## src/rtl/life_pkg.sv

```systemverilog
// Shared types and constants for the Game-of-Life generation sequencer:
// FSM state encoding, the 9-slot neighbour offset table, the neighbour
// count width and the default birth/survival rule limits.
package life_pkg;

  typedef enum logic [2:0] {
    ST_IDLE,
    ST_RD,
    ST_DRAIN,
    ST_WR,
    ST_DONE
  } state_t;

  // Neighbour count holds 0..8.
  localparam int CNT_W = 4;

  // Slot 0 is the centre cell, slots 1..8 are the eight neighbours.
  localparam int NB_SLOTS = 9;

  // 2-bit signed offsets: 2'b11 = -1, 2'b00 = 0, 2'b01 = +1.
  localparam logic [1:0] OFF_NEG = 2'b11;
  localparam logic [1:0] OFF_POS = 2'b01;

  // Read order: centre, then (-1,-1),(0,-1),(+1,-1),(-1,0),(+1,0),(-1,+1),(0,+1),(+1,+1).
  localparam logic [1:0] NB_DX [NB_SLOTS] = '{2'b00, 2'b11, 2'b00, 2'b01, 2'b11, 2'b01, 2'b11, 2'b00, 2'b01};
  localparam logic [1:0] NB_DY [NB_SLOTS] = '{2'b00, 2'b11, 2'b11, 2'b11, 2'b00, 2'b00, 2'b01, 2'b01, 2'b01};

  // Conway B3/S23 defaults.
  localparam int DEF_BIRTH_MIN = 3;
  localparam int DEF_BIRTH_MAX = 3;
  localparam int DEF_SURV_MIN  = 2;
  localparam int DEF_SURV_MAX  = 3;

endpackage

```

## src/rtl/life_rule.sv

```systemverilog
// Combinational birth/survival range rule: a live cell survives when its
// neighbour count lies in [SMIN,SMAX], a dead cell is born when the count
// lies in [BMIN,BMAX].
module life_rule
  import life_pkg::*;
#(
  parameter int BMIN = DEF_BIRTH_MIN,
  parameter int BMAX = DEF_BIRTH_MAX,
  parameter int SMIN = DEF_SURV_MIN,
  parameter int SMAX = DEF_SURV_MAX
) (
  input  logic             centre_i,
  input  logic [CNT_W-1:0] count_i,
  output logic             next_o
);

  localparam logic [CNT_W-1:0] BMIN_C = CNT_W'(BMIN);
  localparam logic [CNT_W-1:0] BMAX_C = CNT_W'(BMAX);
  localparam logic [CNT_W-1:0] SMIN_C = CNT_W'(SMIN);
  localparam logic [CNT_W-1:0] SMAX_C = CNT_W'(SMAX);

  // Select the survival or birth window depending on the current cell state.
  always_comb begin
    if (centre_i) next_o = (count_i >= SMIN_C) && (count_i <= SMAX_C);
    else          next_o = (count_i >= BMIN_C) && (count_i <= BMAX_C);
  end

endmodule

```

## src/rtl/life_gen_ctrl.sv

```systemverilog
// One Game-of-Life generation over a GP_W x GP_H grid: per cell, 9 read
// slots (centre + 8 neighbours), one drain cycle for the last read, one
// write cycle. Fixed 11 cycles per cell regardless of grid edges.
// Optional macro LIFE_TORUS_WRAP_EN: neighbours wrap around the grid edges;
// when undefined, off-grid neighbours are dead and their slot issues no read.
module life_gen_ctrl
  import life_pkg::*;
#(
  parameter int GP_W         = 16,
  parameter int GP_H         = 16,
  parameter int GP_BIRTH_MIN = DEF_BIRTH_MIN,
  parameter int GP_BIRTH_MAX = DEF_BIRTH_MAX,
  parameter int GP_SURV_MIN  = DEF_SURV_MIN,
  parameter int GP_SURV_MAX  = DEF_SURV_MAX
) (
  input  logic                          clk,
  input  logic                          rst_n,
  input  logic                          start,
  input  logic                          abort,
  output logic                          busy,
  output logic                          done,
  output logic                          rd_en,
  output logic [$clog2(GP_W*GP_H)-1:0]  rd_addr,
  input  logic                          rd_data,
  output logic                          wr_en,
  output logic [$clog2(GP_W*GP_H)-1:0]  wr_addr,
  output logic                          wr_data,
  output logic [15:0]                   gen_cnt
);

  localparam int AW = $clog2(GP_W*GP_H);
  localparam int XW = $clog2(GP_W);
  localparam int YW = $clog2(GP_H);
  localparam logic [XW-1:0] X_LAST    = XW'(GP_W-1);
  localparam logic [YW-1:0] Y_LAST    = YW'(GP_H-1);
  localparam logic [AW-1:0] ROW_STEP  = AW'(GP_W);
  localparam logic [3:0]    SLOT_LAST = 4'(NB_SLOTS-1);
`ifdef LIFE_TORUS_WRAP_EN
  localparam logic [AW-1:0] ROW_LAST  = AW'((GP_H-1)*GP_W);
`endif

  state_t           state_q, state_d;
  logic [3:0]       slot_q, slot_d;
  logic [XW-1:0]    x_q, x_d;
  logic [YW-1:0]    y_q, y_d;
  logic [AW-1:0]    row_q, row_d;      // running y*GP_W
  logic [CNT_W-1:0] count_q, count_d;
  logic             centre_q, centre_d;
  logic [15:0]      gen_cnt_q, gen_cnt_d;
  // Describe last cycle's read so its data can be captured this cycle.
  logic             cap_en_q, cap_centre_q, cap_rd_q;

  logic [1:0]       dx, dy;
  logic             nb_in;
  logic [XW-1:0]    nb_x;
  logic [AW-1:0]    nb_row, nb_addr, cur_addr;
  logic             rule_next;

  assign nb_addr  = nb_row + AW'(nb_x);
  assign cur_addr = row_q + AW'(x_q);

  life_rule #(
    .BMIN(GP_BIRTH_MIN),
    .BMAX(GP_BIRTH_MAX),
    .SMIN(GP_SURV_MIN),
    .SMAX(GP_SURV_MAX)
  ) u_rule (
    .centre_i(centre_q),
    .count_i (count_q),
    .next_o  (rule_next)
  );

  // Neighbour coordinate for the current slot, wrapped or bounds-checked.
  always_comb begin
    dx     = NB_DX[slot_q];
    dy     = NB_DY[slot_q];
    nb_in  = 1'b1;
    nb_x   = x_q;
    nb_row = row_q;
    if (dx == OFF_NEG) begin
      if (x_q == '0) begin
`ifdef LIFE_TORUS_WRAP_EN
        nb_x = X_LAST;
`else
        nb_in = 1'b0;
`endif
      end else begin
        nb_x = x_q - XW'(1);
      end
    end else if (dx == OFF_POS) begin
      if (x_q == X_LAST) begin
`ifdef LIFE_TORUS_WRAP_EN
        nb_x = '0;
`else
        nb_in = 1'b0;
`endif
      end else begin
        nb_x = x_q + XW'(1);
      end
    end
    if (dy == OFF_NEG) begin
      if (y_q == '0) begin
`ifdef LIFE_TORUS_WRAP_EN
        nb_row = ROW_LAST;
`else
        nb_in = 1'b0;
`endif
      end else begin
        nb_row = row_q - ROW_STEP;
      end
    end else if (dy == OFF_POS) begin
      if (y_q == Y_LAST) begin
`ifdef LIFE_TORUS_WRAP_EN
        nb_row = '0;
`else
        nb_in = 1'b0;
`endif
      end else begin
        nb_row = row_q + ROW_STEP;
      end
    end
  end

  // Next-state logic: read-data capture, cell/slot sequencing, abort override.
  always_comb begin
    state_d   = state_q;
    slot_d    = slot_q;
    x_d       = x_q;
    y_d       = y_q;
    row_d     = row_q;
    count_d   = count_q;
    centre_d  = centre_q;
    gen_cnt_d = gen_cnt_q;
    if (cap_en_q) begin
      if (cap_centre_q)  centre_d = rd_data;
      else if (cap_rd_q) count_d  = count_q + CNT_W'(rd_data);
    end
    case (state_q)
      ST_IDLE: begin
        if (start) begin
          state_d = ST_RD;
          slot_d  = '0;
          x_d     = '0;
          y_d     = '0;
          row_d   = '0;
          count_d = '0;
        end
      end
      ST_RD: begin
        if (slot_q == SLOT_LAST) state_d = ST_DRAIN;
        else                     slot_d  = slot_q + 4'd1;
      end
      ST_DRAIN: state_d = ST_WR;
      ST_WR: begin
        slot_d  = '0;
        count_d = '0;
        if (x_q == X_LAST) begin
          x_d   = '0;
          y_d   = y_q + YW'(1);
          row_d = row_q + ROW_STEP;
        end else begin
          x_d = x_q + XW'(1);
        end
        state_d = (x_q == X_LAST && y_q == Y_LAST) ? ST_DONE : ST_RD;
      end
      ST_DONE: begin
        state_d   = ST_IDLE;
        gen_cnt_d = gen_cnt_q + 16'd1;
      end
      default: state_d = ST_IDLE;
    endcase
    // Abort wins over everything, including the WR write and the DONE count.
    if (abort && state_q != ST_IDLE) begin
      state_d   = ST_IDLE;
      gen_cnt_d = gen_cnt_q;
    end
  end

  // Outputs decode from state; abort masks the write and done in its own cycle.
  always_comb begin
    busy    = (state_q != ST_IDLE);
    rd_en   = (state_q == ST_RD) && nb_in;
    rd_addr = rd_en ? nb_addr : '0;
    wr_en   = (state_q == ST_WR) && !abort;
    wr_addr = wr_en ? cur_addr : '0;
    wr_data = wr_en && rule_next;
    done    = (state_q == ST_DONE) && !abort;
    gen_cnt = gen_cnt_q;
  end

  // State and datapath registers with asynchronous active-low reset.
  always_ff @(posedge clk or negedge rst_n) begin
    if (!rst_n) begin
      state_q      <= ST_IDLE;
      slot_q       <= '0;
      x_q          <= '0;
      y_q          <= '0;
      row_q        <= '0;
      count_q      <= '0;
      centre_q     <= 1'b0;
      gen_cnt_q    <= '0;
      cap_en_q     <= 1'b0;
      cap_centre_q <= 1'b0;
      cap_rd_q     <= 1'b0;
    end else begin
      state_q      <= state_d;
      slot_q       <= slot_d;
      x_q          <= x_d;
      y_q          <= y_d;
      row_q        <= row_d;
      count_q      <= count_d;
      centre_q     <= centre_d;
      gen_cnt_q    <= gen_cnt_d;
      cap_en_q     <= (state_q == ST_RD);
      cap_centre_q <= (state_q == ST_RD) && (slot_q == '0);
      cap_rd_q     <= rd_en;
    end
  end

endmodule

```

## config.mk

```make
export PLATFORM = sky130hd
export DESIGN_NAME = life_gen_ctrl
export DESIGN_NICKNAME = d
export VERILOG_FILES = /design/src/rtl/life_pkg.sv /design/src/rtl/life_rule.sv /design/src/rtl/life_gen_ctrl.sv
export SDC_FILE = /design/constraint.sdc
export NUM_CORES = 1
export LEC_CHECK = 0
export CELL_PAD_IN_SITES_DETAIL_PLACEMENT = 2
export CELL_PAD_IN_SITES_GLOBAL_PLACEMENT = 2
export CORE_MARGIN = 8
export CORE_UTILIZATION = 35
export DETAILED_ROUTE_END_ITERATION = 8
export HOLD_SLACK_MARGIN = 0.03
export PLACE_DENSITY = 0.85
export SLEW_MARGIN = 20
export SYNTH_ARGS = -nofsm -noshare
export SYNTH_HDL_FRONTEND = slang
export SYNTH_SLANG_ARGS = --single-unit
```

## constraint.sdc

```tcl
create_clock -name clk -period 3.95 [get_ports clk]
set_input_delay 0.79 -clock clk [delete_from_list [all_inputs] [get_ports clk]]
set_output_delay 0.79 -clock clk [all_outputs]
set_load 0.005 [all_outputs]
```

==> metrics.txt <==
TritonCTS Buffers=5; Primary FF master, synth=dfrtp_1; site row count=32; wire length of the first global-routing pass=14300 um; Syn Inst Count=approximately 300; Least-Margin Pin Slew=approximately 600 ps; number of synthesized flops with an enable pin=0; switch share=0.394; non-filler cells, final=about 450; drt drc=0; asr flop ratio synth=1.00; sw power=0.542 mW; post-placement cell count=436; nets=about 360; f_max=~260 MHz; Final Skew=between 4 and 5 ps; core area=0.00757 mm^2; GRT Total Usage=0.162; initial antenna violation count=0; Setup WS pre-CTS=around 330 ps; effective utilization at floorplan=0.355; Worst Path Arrival=around 3000 ps; Final TNS setup=0 ps; Synth warnings=0; CP Launch Type=register; CTS tree=done; Clock Tree Root=clkbuf_8; XOR/XNOR Fraction of Synth Area=0.0848; Final Cell Area=0.00332 mm^2; Worst slew margin=0.596; RSZ-0062 raised after global routing=false; Hold/Removal Path Class=in2async; crit share post-route=0.970; Final Critical Period=3830 ps; sequential group share of total power=0.406; Mapped Avg Cell Area=between 9 and 10 um^2; Post-Synth Adder-Cell Area=0.0652; final worst slack=roughly 120 ps; post-synthesis sequential area ratio=0.401; Synth cell types=48; worst IR drop on VDD=about 0.16 mV; clock transition at the registers of the reported paths=90 ps; CP Class=reg2out; CTS Hold Bufs=0; Synth Net Count=317; Tot Pwr=1.38 mW; status=finished clean; Syn-to-layout area delta=23.8%; HPWL after detailed placement=approximately 6400 um; clock power share=0.208; Yosys reg bits=43; largest stage delay on the critical path=around 520 ps; cell family with most CP delay=simple AND/OR/NAND/NOR gates; Post-DRT Antenna Nets=0; Die Footprint=between 0.01 and 0.015 mm^2; Max Slew Vio Count=0; port buffer count=41; Clock Path Buffers=2; Critical Path, Cell by Cell=inv_1 > ha_1 > nor3_2 > and2b_1 > a22o_1 > xnor2_1 > or3b_2 > mux2i_1 > clkdlybuf4s50_1; Max Cap Viol=0; DRT Wirelength=between 8000 and 9000 um; grt ovf=0; combinational family with the most area after synthesis=simple AND/OR/NAND/NOR gates; vias in the first global route=between 2000 and 3000; Antenna Cells=0; Via-to-Cell Ratio=~5.3; Leak=1.41 nW; Final GP Congestion=between 0.8 and 0.9; simple-gate portion of the synthesized area=0.258; mux contribution to synthesized area=0.0233; post-synthesis compound-gate area fraction=0.127; main area contributors after synthesis=dfrtp_1, ha_1, xnor2_1, nand2_1, o21ai_0; final core occ=0.439; vias post-DR=around 2400; clock sinks=43; required time of the worst setup path=3160 ps; worst hold slack=468 ps; # H-tree levels=2; drt first pass iters=4; Top Ports=42; pwr/cell area=414 mW/mm^2; latest clock arrival within the worst-skew pair=300 ps; Bufs and invs on worst path=2; DRT iter0 DRCs=81; final hold viol count=0; Yosys top cell area share=0.401; crit path max fanout=12; dominant cell type by area after synthesis=dfrtp_1; die outline height=~100 um; slowest CP cell=clkdlybuf4s50_1; ratio of cells with drive above 1 in the final layout=0.0899; Internal Power=between 0.8 and 0.9 mW; Synth Cell Area=between 0.002 and 0.003 mm^2; placed cell areas=about 0.0032 mm^2; largest net degree at the start of global routing=44; die width=104 um; Routed WL per cell=19.2 um; Critical Path Sink Type=output port; fill count=approximately 840; # setup viols final=0; Logic pwr share=0.386
[repair_timing]
action                                  4_1_cts  5_1_grt
buffers inserted                              0        3
gates resized for setup                       1        4
endpoints found under the setup margin        4        4
[cells in the mapped netlist (2+ instances only)]
| cell | instances |
|---|---|
| dfrtp_1 | 43 |
| nand2_1 | 31 |
| o21ai_0 | 23 |
| nor2_1 | 21 |
| a21oi_1 | 17 |
| nor3_1 | 16 |
| xnor2_1 | 16 |
| ha_1 | 14 |
| inv_1 | 13 |
| nand3_1 | 11 |
| xor2_1 | 10 |
| and2_1 | 7 |
| nand2b_1 | 7 |
| nand4_1 | 7 |
| clkbuf_1 | 6 |
| and3_1 | 5 |
| mux2i_1 | 4 |
| nand3b_1 | 4 |
| nor3b_1 | 4 |
| a211oi_1 | 3 |
| a22o_1 | 3 |
| and4_4 | 2 |
| buf_6 | 2 |
| mux2_2 | 2 |
| o21ba_2 | 2 |
| or2_2 | 2 |
| or3_1 | 2 |
[cells in the final DEF, fill, tap and decap left out, drive strengths merged, types with 13 or more instances in the layout]
| cell type | n |
|---|---|
| xnor2 | 16 |
| inv | 13 |
| o21ai | 23 |
| nand2 | 31 |
| clkdlybuf4s50 | 40 |
| nor2 | 21 |
| ha | 14 |
| nor3 | 16 |
| a21oi | 17 |
| dfrtp | 43 |
[sequential cells by signal, summed over array words and instances, names as in the netlist]
| register | cells |
|---|---|
| gen_cnt | 16 |
| count_q | 4 |
| row_q | 4 |
| slot_q | 4 |
| x_q | 4 |
| y_q | 4 |
| state_q | 3 |
| cap_centre_q | 1 |
| cap_en_q | 1 |
| cap_rd_q | 1 |
| centre_q | 1 |
[power by group through the flow]
stage / sequential [mW] / clock [mW] / combinational (mW)
final: 0.558 / 0.286 / 0.531
after global routing: 0.564 / 0.310 / 0.600
after CTS: 0.556 / 0.298 / 0.497
after detailed placement: 0.564 / 0 / 0.491
after floorplan: 0.512 / 0 / 0.355
after global placement: 0.554 / 0 / 0.460
[worst paths after layout]
kind / start / end / slack, ps / depth (start not counted)
worst max-delay path: slot_q[0] / rd_addr[6] / 120 / 9
worst min-delay path: rst_n / gen_cnt[13] / 470 / 1
worst max register to register: state_q[1] / gen_cnt[15] / 1630 / 6
worst min register to register: gen_cnt[15] / gen_cnt[15] / 490 / 1
max in group asynchronous: rst_n / slot_q[0] / 3060 / 1
min in group clk: gen_cnt[15] / gen_cnt[15] / 490 / 1
[cells by family after synthesis]
logic type      Yosys count
xor+xnor                 26
mux                       6
buf+inv                  23
fa+ha+maj                14
flops                    43
compound gates           57
simple gates            128
other cells               1
[final cells by class]
class	instances	area, um^2	share of cell area
well taps	102	128	0.0384
clock inverters	2	12.5	0.00376
multi-input cells	232	1520	0.457
inverters	13	48.8	0.0147
flip-flops and latches	43	1080	0.324
clock buffers	6	72.6	0.0218
repair buffers	49	468	0.141
[worst register-to-register path, cell delays in order (launching register included)]
cell and delay [ps]:
dfrtp_1 510, nor4b_4 640, and4_4 350, and3_4 210, and4_4 250, nand4_1 110
xnor2_1 140
[metal layers]
layer | global-route usage | vias up | part of all wire
met4 | 0.0598 | 0 | 0.021
met3 | 0.0180 | 14 | 0.020
met5 | 0 | - | 0
met2 | 0.290 | 32 | 0.52
li1 | - | 1124 | -
met1 | 0.193 | 1220 | 0.44
Power figures use the tool's default switching activity.
